<file path="src/rtl/fetch_sequencer_if.sv">
// Handshake bundle between the fetch sequencer and its controller/datapath.
// The master drives start and the datapath results; the slave is the sequencer.
interface fetch_sequencer_if;
  logic        start;
  logic [3:0]  opcode;
  logic        ex_done;
  logic        flag_eq;
  logic        flag_lt;
  logic [15:0] target;
  logic [15:0] pc;
  logic        fetch;
  logic        ex_start;
  logic        busy;
  logic        done;
  logic        err;
  logic [15:0] instr_count;

  modport master (
    output start, opcode, ex_done, flag_eq, flag_lt, target,
    input  pc, fetch, ex_start, busy, done, err, instr_count
  );

  modport slave (
    input  start, opcode, ex_done, flag_eq, flag_lt, target,
    output pc, fetch, ex_start, busy, done, err, instr_count
  );
endinterface

</file>
<file path="src/rtl/fetch_sequencer.sv">
// Program-counter sequencer: fetch/execute handshake with jumps, conditional
// branches, halt and program-bound overrun detection.
module fetch_sequencer #(
  parameter int PROG_LEN = 1024
) (
  input  logic             clk,
  input  logic             rst_n,
  fetch_sequencer_if.slave bus
);

  localparam logic [3:0]  OP_JMP  = 4'b0010;
  localparam logic [3:0]  OP_BNE  = 4'b1010;
  localparam logic [3:0]  OP_BEQ  = 4'b1011;
  localparam logic [3:0]  OP_BLT  = 4'b1100;
  localparam logic [3:0]  OP_HALT = 4'b1110;
  localparam logic [16:0] PROG_LEN_L = 17'(PROG_LEN);

  typedef enum logic [1:0] {
    S_IDLE,
    S_FETCH,
    S_EXEC,
    S_HALTED
  } state_t;

  state_t      state_q, state_d;
  logic [15:0] pc_q, pc_d;
  logic [15:0] count_q, count_d;
  logic        err_q, err_d;
  logic        first_q, first_d;

  logic [16:0] seq_addr;
  logic [16:0] next_addr;
  logic        taken;
  logic        overrun;
  logic        is_halt;

  // Sequential step is 17 bits wide so pc=FFFF+1 cannot wrap back into range.
  assign seq_addr = {1'b0, pc_q} + 17'd1;
  assign is_halt  = (bus.opcode == OP_HALT);

  always_comb begin
    taken = 1'b0;
    case (bus.opcode)
      OP_JMP:  taken = 1'b1;
      OP_BEQ:  taken = bus.flag_eq;
      OP_BNE:  taken = ~bus.flag_eq;
      OP_BLT:  taken = bus.flag_lt;
      default: taken = 1'b0;
    endcase
    next_addr = taken ? {1'b0, bus.target} : seq_addr;
  end

  assign overrun = (next_addr >= PROG_LEN_L);

  always_ff @(posedge clk or negedge rst_n) begin
    if (!rst_n) begin
      state_q <= S_IDLE;
      pc_q    <= '0;
      count_q <= '0;
      err_q   <= 1'b0;
      first_q <= 1'b0;
    end else begin
      state_q <= state_d;
      pc_q    <= pc_d;
      count_q <= count_d;
      err_q   <= err_d;
      first_q <= first_d;
    end
  end

  always_comb begin
    state_d = state_q;
    pc_d    = pc_q;
    count_d = count_q;
    err_d   = err_q;
    first_d = 1'b0;

    case (state_q)
      S_IDLE, S_HALTED: begin
        if (bus.start) begin
          state_d = S_FETCH;
          pc_d    = '0;
          count_d = '0;
          err_d   = 1'b0;
        end
      end

      S_FETCH: begin
        state_d = S_EXEC;
        first_d = 1'b1;
      end

      S_EXEC: begin
        if (bus.ex_done) begin
          if (count_q != 16'hFFFF) begin
            count_d = count_q + 16'd1;
          end
          // On halt or overrun pc keeps the address of the last retired instruction.
          if (is_halt) begin
            state_d = S_HALTED;
            err_d   = 1'b0;
          end else if (overrun) begin
            state_d = S_HALTED;
            err_d   = 1'b1;
          end else begin
            state_d = S_FETCH;
            pc_d    = next_addr[15:0];
          end
        end
      end

      default: begin
        state_d = S_IDLE;
      end
    endcase
  end

  assign bus.pc          = pc_q;
  assign bus.fetch       = (state_q == S_FETCH);
  assign bus.ex_start    = (state_q == S_EXEC) && first_q;
  assign bus.busy        = (state_q == S_FETCH) || (state_q == S_EXEC);
  assign bus.done        = (state_q == S_HALTED);
  assign bus.err         = err_q;
  assign bus.instr_count = count_q;

endmodule

</file>
<file path="src/flat_wrapper.sv">
// flat-port wrapper written by rule: the top's interface ports become plain ports
module fetch_sequencer_flat 
#(
  parameter int PROG_LEN = 1024
)
  (clk, rst_n, bus_start, bus_opcode, bus_ex_done, bus_flag_eq, bus_flag_lt, bus_target, bus_pc, bus_fetch, bus_ex_start, bus_busy, bus_done, bus_err, bus_instr_count);
  fetch_sequencer_if bus_i ();
  input  logic clk;
  input  logic rst_n;
  input wire logic [$bits(bus_i.start)-1:0] bus_start;
  input wire logic [$bits(bus_i.opcode)-1:0] bus_opcode;
  input wire logic [$bits(bus_i.ex_done)-1:0] bus_ex_done;
  input wire logic [$bits(bus_i.flag_eq)-1:0] bus_flag_eq;
  input wire logic [$bits(bus_i.flag_lt)-1:0] bus_flag_lt;
  input wire logic [$bits(bus_i.target)-1:0] bus_target;
  output wire logic [$bits(bus_i.pc)-1:0] bus_pc;
  output wire logic [$bits(bus_i.fetch)-1:0] bus_fetch;
  output wire logic [$bits(bus_i.ex_start)-1:0] bus_ex_start;
  output wire logic [$bits(bus_i.busy)-1:0] bus_busy;
  output wire logic [$bits(bus_i.done)-1:0] bus_done;
  output wire logic [$bits(bus_i.err)-1:0] bus_err;
  output wire logic [$bits(bus_i.instr_count)-1:0] bus_instr_count;
  assign bus_i.start = bus_start;
  assign bus_i.opcode = bus_opcode;
  assign bus_i.ex_done = bus_ex_done;
  assign bus_i.flag_eq = bus_flag_eq;
  assign bus_i.flag_lt = bus_flag_lt;
  assign bus_i.target = bus_target;
  assign bus_pc = bus_i.pc;
  assign bus_fetch = bus_i.fetch;
  assign bus_ex_start = bus_i.ex_start;
  assign bus_busy = bus_i.busy;
  assign bus_done = bus_i.done;
  assign bus_err = bus_i.err;
  assign bus_instr_count = bus_i.instr_count;
  fetch_sequencer #(.PROG_LEN(PROG_LEN)) u_core (.clk(clk), .rst_n(rst_n), .bus(bus_i));
endmodule
</file>
<file path="config.mk">
export PLATFORM = sky130hd
export DESIGN_NAME = fetch_sequencer_flat
export DESIGN_NICKNAME = d
export VERILOG_FILES = /design/src/rtl/fetch_sequencer_if.sv /design/src/rtl/fetch_sequencer.sv /design/src/flat_wrapper.sv
export SDC_FILE = /design/constraint.sdc
export NUM_CORES = 1
export LEC_CHECK = 0
export ABC_AREA = 1
export CORE_UTILIZATION = 40
export DETAILED_ROUTE_END_ITERATION = 10
export PLACE_DENSITY = 0.72
export SLEW_MARGIN = 20
export SYNTH_ARGS = -nofsm -noshare
export SYNTH_HDL_FRONTEND = slang
export SYNTH_SLANG_ARGS = --single-unit
</file>
<file path="constraint.sdc">
create_clock -name clk -period 3.4 [get_ports clk]
set_input_delay 0.34 -clock clk [delete_from_list [all_inputs] [get_ports clk]]
set_output_delay 0.34 -clock clk [all_outputs]
set_load 0.005 [all_outputs]
</file>
==> metrics, run 1 <==
startpoint types=flop; pwr dens=467 mW/mm^2; status=finished, final reports clean; synth top area cells=dfrtp_1, nand2_1, nand3_1; Post-Route Skew=7.98 ps; Core Box Area=0.00589 sq mm; die extent in x=79.9 um; max-cap violation count=0; detailed placement HPWL=4.68 mm; worst rel slew slack=between 40 and 50%; Mapped Area=0.00243 sq mm; Initial Util=roughly two fifths; sequential element share of the synthesized area=37.1%; # IOs=63; wire per inst=13.3 um; r2r worst-path depth=11; largest area contributor in the netlist=dfrtp_1; GPL Wtd Cong=0.862; P_leak=1.35 nW; Reg2Reg Launch Point=u_core.state_q[0]$_DFFE_PN0P_; Total Power=1.49 mW; RSZ-0062 raised after global routing=no; total negative slack=0 ps; yosys warns=0; # fillers=595; Clk Latency, worst-skew pair=300 ps; root buffer cell=clkbuf_8; Remaining Overflow, GRT=0; CP endpoint kind=flop; Nets=441; worst endpoint data arrival time=2740 ps; most frequent cells in the layout=nand2_1, clkdlybuf4s50_1, inv_1, dfrtp_1, nand3_1; WHS=135 ps; Worst Setup Slack, final=between 800 and 900 ps; vias=between 2000 and 3000; Tightest Hold Check Type=in -> async; TritonCTS Buffers=5; max frequency=398 MHz; Worst EP required=3620 ps; ant diodes=0; first-pass GRT wire length=10.4 mm; initial antenna violation count=0; Worst Tran Pin Value=826 ps; # hold bufs at CTS=0; critical path's most frequent cell=inv_1; H-tree depth=2; GRT Util Overall=about a fifth; Net Count, Synth=377; Die Y=79.9 um; Post-Route WL=6.41 mm; share of the synthesized area in the top cell type=37.1%; Resized cells post-CTS=0; Row Count=28; FFs w/ async S/R, synth=100%; first-pass iteration count of the detailed router=4; clk slew on worst S/H paths=70 ps; syn avg cell area=around 7.0 sq um; fraction of layout cells with a size suffix above 1=7.86%; critical path cell sequence=inv_1, ha_1, nand2_1, o21ai_1, inv_1, o211ai_2, nor2_2, nand3_1, o21bai_1, inv_1, nor2_1; Netlist cell types=32; number of synthesized flops with an enable pin=0; FF-to-FF setup slack=slightly below 900 ps; Yosys reg bits=36; FF-to-FF End=u_core.bus.instr_count[12]$_DFFE_PN0P_; CP max-delay cell=ha_1; crit-path max FO=18; Antenna Nets Post-Route=0; vias in the first global route=between 2000 and 2500; top_reg_cell synth=dfrtp_1; IO Port Bufs=62; DRT iter0 DRCs=165; drt drc=0; Max VDD drop=291 uV; final setup fails=0; Area Growth Syn to Fin=30.9%; largest net degree at the start of global routing=37; commonest non-fill, non-tap cell in the layout=nand2_1; final-report hold violation count=0; fin crit share=73.9%; Max Slew Vio Count=0; Setup Crit Path Kind=reg -> reg; CTS tree=built; pre-CTS setup slack=roughly 780 ps; DIE AREA=between 0.006 and 0.007 sq mm; DR vias/cell=5.21; CTS sink count=36; Max clock buf depth=2; post-layout min period=2510 ps; max incr delay on CP=440 ps; Syn Inst Count=345; Setup Buffers After CTS=0
through the flow:
step	instances	area (sq um)	utilization (%)
2_1_floorplan	345	2430	-
3_3_place_gp	477	3110	52.8
3_5_place_dp	477	3110	52.8
4_1_cts	482	3180	54.0
5_1_grt	482	3180	54.0
6_report	482	3180	54.0
area by class of cell:
cell class                      instances  area [sq um]  area share [%]
Tap cell                               75          93.8            2.95
Inverter                               42           158            4.96
Multi-Input combinational cell        260          1330            41.7
Clock buffer                            5          68.8            2.17
Timing Repair Buffer                   64           631            19.8
Sequential cell                        36           901            28.3
Yosys cell counts, types with 2 or more instances:
cell type  count
nor2_1        21
nand3_1       35
o21ai_0       13
o21bai_1       2
nor3_1         6
buf_2          4
dfrtp_1       36
xnor2_1        4
nor4_1         3
o21ai_1        5
ha_1           6
nand2_1      101
nor2_4         2
inv_1         38
o31ai_1        3
inv_2          3
nor2_2         9
nand2_2        4
xor2_1         6
nand4_1        9
a21oi_1       24
kinds of logic (layout without fill, tap and decap cells):
group / Yosys count / count (layout) / share of synthesized area [%]
adders and majority gates: 6 / 6 / 3.09
buffers and inverters: 49 / 111 / 8.25
DFF: 36 / 36 / 37.1
AOI/OAI and AO/OA: 50 / 50 / 11.7
and+or+nand+nor: 194 / 194 / 36.2
xor gates and xnor gates: 10 / 10 / 3.61
how the worst max path moves through the flow:
stage | start | end | slack, ps | cells past startpoint
global placement | bus_opcode[3] | u_core.bus.pc[1]$_DFFE_PN0P_ | 850 | 14
detailed placement | bus_opcode[3] | u_core.bus.pc[3]$_DFFE_PN0P_ | 780 | 14
floorplan | u_core.state_q[0]$_DFFE_PN0P_ | u_core.bus.instr_count[3]$_DFFE_PN0P_ | 1540 | 11
CTS | u_core.state_q[0]$_DFFE_PN0P_ | u_core.bus.instr_count[12]$_DFFE_PN0P_ | 880 | 11
global route | u_core.state_q[0]$_DFFE_PN0P_ | u_core.bus.instr_count[12]$_DFFE_PN0P_ | 620 | 11
finish | u_core.state_q[0]$_DFFE_PN0P_ | u_core.bus.instr_count[12]$_DFFE_PN0P_ | 890 | 11
routing by layer:
| layer | track usage, % | vias up | share of wire, % |
|---|---|---|---|
| li1 | - | 1244 | - |
| met1 | 24.6 | 1198 | 42 |
| met3 | 4.34 | 10 | 5.3 |
| met5 | 0 | - | 0 |
| met4 | 8.39 | 0 | 1.3 |
| met2 | 37.7 | 60 | 52 |
flip-flops by register name (all words and copies together) (netlist names):
register,flops
u_core.first_q,1
u_core.bus.err,1
u_core.bus.pc,16
u_core.state_q,2
u_core.bus.instr_count,16
worst max-delay path, delay by kind of cell (launching register included):
family / cells / cell delay [ps]
and+or+nand+nor: 4 / 790
AOI/OAI and AO/OA: 3 / 560
buffers and inverters: 3 / 230
adders and majority gates: 1 / 440
DFF: 1 / 420
power breakdown:
group | leakage, nW | total (mW) | switching, mW | internal (mW)
clock network | 0.0359 | 0.287 | 0.154 | 0.132
registers | 0.495 | 0.538 | 0.0608 | 0.477
logic | 0.819 | 0.660 | 0.400 | 0.261
total | 1.35 | 1.49 | 0.615 | 0.870
(Power assumes the default switching activity.)
==> run 2: changes to the inputs <==
--- a/config.mk
+++ b/config.mk
@@ -8,7 +8,7 @@
 export ABC_AREA = 1
 export CORE_UTILIZATION = 40
 export DETAILED_ROUTE_END_ITERATION = 10
-export PLACE_DENSITY = 0.72
+export PLACE_DENSITY = 0.74
 export SLEW_MARGIN = 20
 export SYNTH_ARGS = -nofsm -noshare
 export SYNTH_HDL_FRONTEND = slang
==> constraint.sdc (replaced) <==
create_clock -name clk -period 2.1 [get_ports clk]
set_input_delay 0.21 -clock clk [delete_from_list [all_inputs] [get_ports clk]]
set_output_delay 0.21 -clock clk [all_outputs]
set_load 0.005 [all_outputs]
==> metrics, run 2 (synthesis results as in run 1) <==
drt drc=0; Reg2Reg Launch Point=u_core.bus.pc[0]$_DFFE_PN0P_; Clock Power Share=19.7%; Antenna Nets Post-Route=0; Int Power=1.58 mW; # IOs=63; Max clock buf depth=2; detailed placement HPWL=5.02 mm; Tightest Hold Check Type=in -> async; Worst Setup Slack, final=119 ps; sw power=1.05 mW; Initial Util=~41%; Post-Route Skew=6.29 ps; worst rel slew slack=69.0%; post-layout min period=between 1500 and 2000 ps; CP endpoint kind=output port; P_leak=1.45 nW; vias in the first global route=2369; pre-CTS setup slack=-121 ps; initial antenna violation count=0; crit path from=u_core.state_q[1]$_DFFE_PN0P_; CTS sink count=36; vias=2560; Cell Area, Placed=0.00326 sq mm; IO Port Bufs=62; fraction of layout cells with a size suffix above 1=13.1%; Worst EP required=roughly 1900 ps; Clk Latency, worst-skew pair=290 ps; DIE AREA=about 0.0064 sq mm; Row Count=28; Die Y=about 80 um; DR vias/cell=5.08; pwr dens=a little under 800 mW/mm^2; Area Growth Syn to Fin=39.0%; TritonCTS Buffers=5; final setup fails=0; GPL Wtd Cong=0.878; Total Power=2.63 mW; startpoint types=flop; final-report hold violation count=0; CTS tree=built; fin crit share=a little over nine tenths; max frequency=just over 500 MHz; fin area=around 0.0034 sq mm; most frequent cells in the layout=nand2_1, clkdlybuf4s50_1, inv_1, nand3_1, dfrtp_1; # fillers=575; Core Box Area=0.00589 sq mm; commonest non-fill, non-tap cell in the layout=nand2_1; GRT Util Overall=a little over a fifth; Setup Crit Path Kind=reg -> out; root buffer cell=clkbuf_8; CP bufs+invs=3; Nets=460; wire per inst=approximately 13 um; first-pass GRT wire length=about 11 mm; Post-Route WL=6.56 mm; Worst Tran Pin Value=465 ps; WHS=approximately 340 ps; # hold bufs at CTS=0; logic gate share of total power=47.7%; RSZ-0062 raised after global routing=no; part of the power in registers=32.6%; crit-path leading delay family=buffers and inverters; worst endpoint data arrival time=1770 ps; Max Slew Vio Count=0; first-pass iteration count of the detailed router=4; # placed instances=about 500; DRT iter0 DRCs=191; clk slew on worst S/H paths=80 ps; max-cap violation count=0; H-tree depth=2; largest net degree at the start of global routing=37; fin cells=504; crit-path max FO=9; Remaining Overflow, GRT=0; switching portion of total power=40.0%; CP max-delay cell=clkdlybuf4s50_1; Max VDD drop=464 uV; ant diodes=0; max incr delay on CP=490 ps; critical path cell sequence=ha_1, buf_4, nand2_1, inv_1, clkdlybuf4s50_1; die extent in x=between 70 and 80 um; status=finished, final reports clean; FF-to-FF setup slack=170 ps
-- run 2: cell types whose count changed in the layout (fill, tap and decap cells not counted), sizes merged --
cell	before	now
clkbuf	5	8
clkdlybuf4s50	61	62
buf	3	21
-- run 2: per-layer routing --
metal / up-vias / part of all wire, % / track usage, % / wire (um)
met3: 11 / 5.4 / 4.23 / 355
met5: - / 0 / 0 / 0
li1: 1288 / - / - / -
met2: 68 / 49 / 38.4 / 3240
met1: 1193 / 44 / 26.8 / 2880
met4: 0 / 1.3 / 6.07 / 84
-- run 2: through the flow --
| stage | TNS [ps] | util, % |
|---|---|---|
| after floorplan | 0 | - |
| after global placement | -97.0 | 55.3 |
| after detailed placement | -1310 | 55.3 |
| after CTS | 0 | 56.9 |
| after global routing | 0 | 57.3 |
| final | 0 | 57.3 |
-- run 2: power groups by stage --
stage	logic [mW]	registers (mW)	clock network, mW
detailed placement	1.24	0.869	0
global route	1.40	0.866	0.562
CTS	1.24	0.856	0.537
global placement	1.21	0.868	0
floorplan	0.691	0.865	0
finish	1.26	0.859	0.520
-- run 2: cell type report --
class	count	area [sq um]	share of cell area [%]
clock buffer	8	90.1	2.67
inverter	42	158	4.67
multi-input combinational	260	1350	40.1
sequential	36	902	26.7
tap	75	93.8	2.78
timing repair buffer	83	778	23.1
-- run 2: what timing repair did --
action,CTS,global route
resized for setup,0,8
buffers inserted,0,0
endpoints found under the setup margin,0,15
endpoints found under the hold margin,0,0
-- run 2: worst paths after layout --
check | depth (start not counted) | end
worst max-delay path | 5 | bus_ex_start
worst min-delay path | 2 | u_core.bus.instr_count[9]$_DFFE_PN0P_
worst max register to register | 15 | u_core.state_q[1]$_DFFE_PN0P_
worst min register to register | 2 | u_core.bus.err$_DFFE_PN0P_
max in group asynchronous | 2 | u_core.bus.pc[4]$_DFFE_PN0P_
min in group clk | 2 | u_core.bus.err$_DFFE_PN0P_
